==> src/rtl/mcp3_req512.sv <==
// 512-slot pending-request tracker with an incremental population count and a one-deep grant register.
// Optional build macro: MCP3_REQ512_COLLISION_CHK_EN enables the set_collision pulse.

module mcp3_req512_slot (
  input  logic clock,
  input  logic reset,
  input  logic set_en,
  input  logic clr_en,
  output logic pend
);
  // Set wins over clear so that a re-post in the grant cycle is never lost.
  always_ff @(posedge clock or negedge reset) begin
    if (!reset)      pend <= 1'b0;
    else if (set_en) pend <= 1'b1;
    else if (clr_en) pend <= 1'b0;
  end
endmodule

module mcp3_req512 #(
  parameter int NUM_SLOTS = 512,
  parameter int IDX_W     = $clog2(NUM_SLOTS),
  parameter int CNT_W     = $clog2(NUM_SLOTS) + 1
) (
  input  logic                 clock,
  input  logic                 reset,
  input  logic                 set_valid,
  input  logic [IDX_W-1:0]     set_index,
  output logic [NUM_SLOTS-1:0] req_bus,
  input  logic [NUM_SLOTS-1:0] req_clear,
  input  logic                 final_valid,
  input  logic [IDX_W-1:0]     final_winner,
  output logic                 req_taken,
  output logic                 grant_valid,
  output logic [IDX_W-1:0]     grant_index,
  input  logic                 grant_ready,
  output logic [CNT_W-1:0]     pending_count,
  output logic                 set_collision
);
  logic [NUM_SLOTS-1:0] set_mask;
  logic                 slot_pend;
  logic                 set_new;
  logic                 clr_hit;

  assign set_mask  = set_valid ? (NUM_SLOTS'(1) << set_index) : '0;
  assign slot_pend = req_bus[set_index];
  assign set_new   = set_valid & ~slot_pend;
  // A clear masked by a coincident set of the same slot does not count.
  assign clr_hit   = |(req_clear & req_bus & ~set_mask);

  for (genvar s = 0; s < NUM_SLOTS; s++) begin : g_slot
    mcp3_req512_slot u_slot (
      .clock  (clock),
      .reset  (reset),
      .set_en (set_mask[s]),
      .clr_en (req_clear[s]),
      .pend   (req_bus[s])
    );
  end

  always_ff @(posedge clock or negedge reset) begin
    if (!reset) begin
      pending_count <= '0;
    end else begin
      case ({set_new, clr_hit})
        2'b10:   pending_count <= pending_count + CNT_W'(1);
        2'b01:   pending_count <= pending_count - CNT_W'(1);
        default: pending_count <= pending_count;
      endcase
    end
  end

`ifdef MCP3_REQ512_COLLISION_CHK_EN
  always_ff @(posedge clock or negedge reset) begin
    if (!reset) set_collision <= 1'b0;
    else        set_collision <= set_valid & slot_pend;
  end
`else
  assign set_collision = 1'b0;
`endif

  // Reset gates the handshake so nothing is accepted while the block is held.
  assign req_taken = reset & final_valid & (~grant_valid | grant_ready);

  always_ff @(posedge clock or negedge reset) begin
    if (!reset) begin
      grant_valid <= 1'b0;
      grant_index <= '0;
    end else if (req_taken) begin
      grant_valid <= 1'b1;
      grant_index <= final_winner;
    end else if (grant_ready) begin
      grant_valid <= 1'b0;
    end
  end
endmodule

==> config.mk <==
export PLATFORM = sky130hd
export DESIGN_NAME = mcp3_req512
export DESIGN_NICKNAME = d
export VERILOG_FILES = /design/src/rtl/mcp3_req512.sv
export SDC_FILE = /design/constraint.sdc
export NUM_CORES = 2
export LEC_CHECK = 0
export BUFFER_PORTS_ARGS = -buffer_cell sky130_fd_sc_hd__buf_2
export CAP_MARGIN = 10
export CORE_AREA = 10 10 403 405
export CTS_CLUSTER_DIAMETER = 100
export CTS_CLUSTER_SIZE = 20
export DETAILED_ROUTE_END_ITERATION = 6
export DIE_AREA = 0 0 413 415
export PLACE_DENSITY = 0.42
export SLEW_MARGIN = 20
export SYNTH_ARGS = -nofsm -noshare
export SYNTH_HDL_FRONTEND = slang
export SYNTH_SLANG_ARGS = --single-unit
==> constraint.sdc <==
create_clock -name clock -period 3.8 [get_ports clock]
set_input_delay 0.19 -clock clock [delete_from_list [all_inputs] [get_ports clock]]
set_output_delay 0.19 -clock clock [all_outputs]
set_load 0.005 [all_outputs]
# Word-level counts from Yosys, hierarchy flattened
# Cells that the tools add are included.
# word_totals
register_bits	532
inputBits	535
output_inout_bits	534
wordCells	2075
# classes
addsub	2
order_cmp	1
n_eq_ne	2
shifts	1
mux	1030
bitwise	9
n_reduce_logical	515
# ops
cell	count
2-bit nonzero test	514
1-bit two-way mux	1027
512-bit bitwise AND	2
512-bit two-way mux	1
512-bit inverter	1
512-bit OR reduction	1
1-bit by 9-bit left shift with 512-bit output (first input constant)	1
10-bit case mux with 2 select lines	1
10-bit by 1-bit adder with 10-bit output (second input constant)	1
9-bit by 10-bit less-than comparator with 1-bit output (second input constant)	1
10-bit by 1-bit subtractor with 10-bit output (second input constant)	1
1-bit binary-select mux with 9-bit select	1
1-bit bitwise AND	3
2-bit by 1-bit equality test with 1-bit output (second input constant)	1
2-bit equality test (second input constant)	1
1-bit inverter	2
1-bit bitwise OR	1

# Logic depth before layout (Yosys ltp)
# depth
ltp_word	7
mapped_depth	25
mapped_depth_nobuf	19

# Hierarchy
# A second synthesis with hierarchy kept.
# unflattened
hier_cells	3578
hier_area_um2	32265.9
# modules_own_cells
mod	n_inst	cells_each	area_each_um2	seq_area_each_um2
mcp3_req512_slot	512	3	36.3	25.0
mcp3_req512	1	2042	13688.1	500.5

# Worst setup path before layout
# OpenSTA, ideal clock, no wires.
# synth_path
path_kind	input-to-reg
start	in set_index[0]
end	reg pending_count[8]
t_arrival_ns	4.455
required_time_ns	3.705
slack_ns	-0.750
cell_stages	22
n_path_buf	4
cell_sequence	buf_6 buf_8 buf_8 buf_6 mux4_2 o21ai_0 a21oi_1 o211ai_1 nand3_1 o41a_1 nor4_1 ha_1 inv_1 fa_1 nor2b_1 o21ai_0 a21boi_0 o21ai_0 a21boi_0 o21ai_0 and3_1 o31ai_1
# synth_between
elab_chain_len	7
# synth_lines
element	line_no	text
from (decl)	27	input logic [IDX_W-1:0] set_index,
branches (longest 7 deep; another with 10-bit case mux with 2 select lines)	n/a	
to (signal assigned)	65	2'b10: pending_count <= pending_count + CNT_W'(1);
to (signal assigned)	66	2'b01: pending_count <= pending_count - CNT_W'(1);
to (signal assigned)	67	default: pending_count <= pending_count;
to (decl)	36	output logic [CNT_W-1:0] pending_count,
# Several ways; the timed one is not identified. The select of a mux whose other input is x is not followed.
# A chain may end at the register's enable or synchronous reset.

# Final worst setup path
# layout_path
start	in set_index[2]
end	reg pending_count[6]
# The elaborated chain is that of the path after synthesis.

==> impl_metrics.ini <==
[timing]
slew_viol_final = 0
fin_setup_tns_ns = -4.58
rsz0062_at_grt = yes
finalSetupViolations = 8
slew_headroom_pct = 25.1
worst_slack_ns = -0.854
layout_min_cycle_time_ns = 4.65
finalClockSkew_ns = 0.0388
tightest_slew_ns = 1.12
max_freq_mhz = 215
timing.final.crit_share_pct = 122
hold_viol = 0

[final_layout]
final_core_util_pct = 37.0
seq_area_um2 = 13300
syn_to_final_growth_pct = 71.0
nNetsFinal = 6484
multiInputGateArea_um2 = 13800
num-fill-cells = 16000
fin_cells = 8050
drive_above_1_share_pct = 49.3

[clock_tree]
htree_levels = 2
clk_path_buf_depth = 3
clockRootBuffer = clkbuf_16
clock-sinks = 532
clkTransAtPathRegs_ns = 0.09
cts_tree = built
clock_latency_ns = 0.67
cts-buffers-inserted = 38

[yosys]
synth_top_family_by_area = compound AO/OA/AOI/OAI gates
syn-instance-count = 3491
synth_area_um2 = 33300
avgSynthCellArea_um2 = 9.55
seq_area_frac_synth_pct = 39.9
yosysUniqueCellTypes = 59
synth-edff-count = 0
synth_compound_area_share_pct = 23.4
synthAdderAreaFrac_pct = 0.398
synth_fp_nets = 4036
synthMuxAreaShare_pct = 9.37
yosys.area.top_type = dfrtp_1
async_flop_share_pct = 100
yosys.area.top_type_share_pct = 39.9
synth_warnings = 0
yosys_register_bits = 532
synthXorXnorAreaFrac_pct = 0.131
synth_top_flop_cell = dfrtp_1
yosys.area_share.simple_pct = 5.92
ys_top_cells_by_area = dfrtp_1 (40%), o211ai_1 (12%), buf_4 (12%), o22ai_1 (9.6%), mux4_2 (7.5%)

[detailed_routing]
drt-initial-drc-count = 4786
drt-total-wl_um = 321000
drt-met1-wl_um = 123000
drtAntennaViolNets = 0
vias_per_cell = 5.27
top_layer_used = met5
drc = 0
wl_per_cell_um = 39.9
routed-wl-met3_um = 30100
first_pass_iters = 6
wl_met2_um = 142000
vias = 42400

[setup_path]
crit_arrival_ns = 5.24
r2r_start = g_slot[56].u_slot.pend
crit_path_frequent_cell = buf_4
crit_end = pending_count[6]
start_kind = primary input
crit_path_start = set_index[2]
cp.depth = 27
worst-path-buf-inv = 11
cp.required_ns = 4.39
reg2reg_slack_ns = -0.76
crit_type = primary input to flop
cp_top_family = buffers and inverters
critical-path-slowest-cell = o211ai_1
max_stage_delay_ns = 0.58
reg2reg_to = pending_count[6]
end_kind = flop
cp_max_fo = 6
r2r_cells = 21

[floorplan]
num_rows = 144
pin_count = 1069
die_area_um2 = 171000
core_area_um2 = 154000
die_w_um = 413
start_util_pct = 21.7
die_h_um = 415

[power]
p_int_mw = 9.59
peakVddDrop_uv = 298
leakagePower_nw = 27.1
p_seq_share_pct = 41.2
clkPwrFrac_pct = 34.3
combPwrFrac_pct = 24.6
p_sw_mw = 4.60
swShare_pct = 32.4
powerDensity_nw_per_um2 = 249

[placement]
gp_congestion = 1.01
port_buffers = 1067
hpwl_um = 272000
dp.cells = 7324

[grt]
grt_max_degree = 129
grt_first_pass_wirelength_um = 412000
grt_pass1_vias = 41700
grt_overflow_total = 0
antenna_found_initial = 85
track_usage_pct = 35.7

[job]
maxCapViolations = 0

[outcome]
status = complete, but fails checks
violations = setup timing

[worst_hold_path]
hold_path_class = primary input to flop
[power by group through the flow]
stage                     clock (mW)  combinational (mW)  sequential, mW
after detailed placement           0                2.53            5.95
after global routing            5.04                3.63            5.85
after global placement             0                2.55            5.95
after floorplan                    0               0.860            5.93
final                           4.86                3.49            5.84
after CTS                       4.90                3.23            5.84
[tightest hold or removal path, stage by stage]
cell and delay [ns]:
buf_2 0.12, nand2_1 0.08, a21oi_2 0.12, mux2_2 0.25
[cell usage after synthesis, types with 3 or more instances]
cell,count
a211oi_1,3
a21oi_1,17
a221oi_1,3
a22oi_1,20
a31oi_1,3
and2_1,4
and3_1,7
buf_1,60
buf_2,32
buf_4,521
buf_6,6
buf_8,3
clkbuf_1,146
dfrtp_1,532
ha_1,9
inv_1,524
mux2_2,12
mux2i_1,25
mux4_1,9
mux4_2,111
nand2_1,100
nand3_1,19
nand4_1,138
nor2_1,20
nor2b_1,13
nor3_1,6
nor4_1,37
o2111ai_1,10
o211ai_1,522
o21ai_0,19
o22ai_1,513
o31ai_1,4
xnor2_1,4
[cells in the final DEF, fill, tap and decap left out, types with 40 or more instances in the layout]
| cell | n |
|---|---|
| mux4_2 | 111 |
| dfrtp_1 | 532 |
| nand2_1 | 81 |
| nand4_1 | 138 |
| o211ai_1 | 522 |
| buf_12 | 90 |
| clkbuf_16 | 43 |
| dlygate4sd3_1 | 525 |
| o22ai_1 | 513 |
| buf_2 | 1056 |
| buf_4 | 1448 |
| diode_2 | 45 |
| buf_6 | 40 |
| inv_1 | 520 |
[what timing repair did]
item	CTS	global route
resized for setup	100	102
hold endpoints to repair	648	0
pin swaps	56	88
hold buffers	525	0
setup endpoints to repair	10	10
gates cloned	4	1
setup buffers	42	51
[cell type report]
class / instances / area share (%)
antenna: 45 / 0.198
clock inverter: 19 / 0.382
sequential: 532 / 23.4
inverter: 525 / 3.46
clock buffer: 43 / 1.83
tap: 2044 / 4.49
timing repair buffer: 3177 / 42.1
multi-input combinational: 1665 / 24.1
[per-stage QoR]
stage / setup WS [ns] / hold slack [ns] / instance area (µm²) / power (mW)
after global routing: -0.838 / 0.162 / 57000 / 14.5
after global placement: -2.30 / 0.106 / 48600 / 8.49
after CTS: -0.766 / 0.223 / 56000 / 14.0
after floorplan: -0.351 / -0.106 / 33400 / 6.79
after detailed placement: -2.33 / 0.112 / 48600 / 8.48
final: -0.854 / 0.148 / 57000 / 14.2
[how the worst min path moves through the flow]
stage                            start                     end  slack (ns)  depth (start not counted)
final                      final_valid          grant_index[6]        0.15                          4
after global routing       final_valid          grant_index[6]        0.16                          4
after floorplan                  reset   g_slot[0].u_slot.pend       -0.11                          0
after detailed placement         reset  g_slot[35].u_slot.pend        0.11                          1
after global placement           reset  g_slot[35].u_slot.pend        0.11                          1
after CTS                 set_index[2]  g_slot[57].u_slot.pend        0.22                          6
[registers in the layout, indices dropped and copies added, names as in the netlist]
signal	count
g_slot.u_slot.pend	512
grant_index	9
grant_valid	1
pending_count	10
[metal layers]
metal  GRT usage (%)  vias up
li1                -    17400
met1            43.0    21500
met2            55.7     2674
met3            10.1      763
met4            22.3       48
met5               0        -
[logic make-up (layout without fill, tap and decap cells)]
logic type / Yosys count / count (layout)
buffers and inverters: 1294 / 3764
AOI/OAI and AO/OA: 1132 / 1132
DFF: 532 / 532
and+or+nand+nor: 360 / 360
muxes: 157 / 157
adders and majority gates: 10 / 10
xor gates and xnor gates: 5 / 5
other: 1 / 46
(Power assumes the default switching activity.)
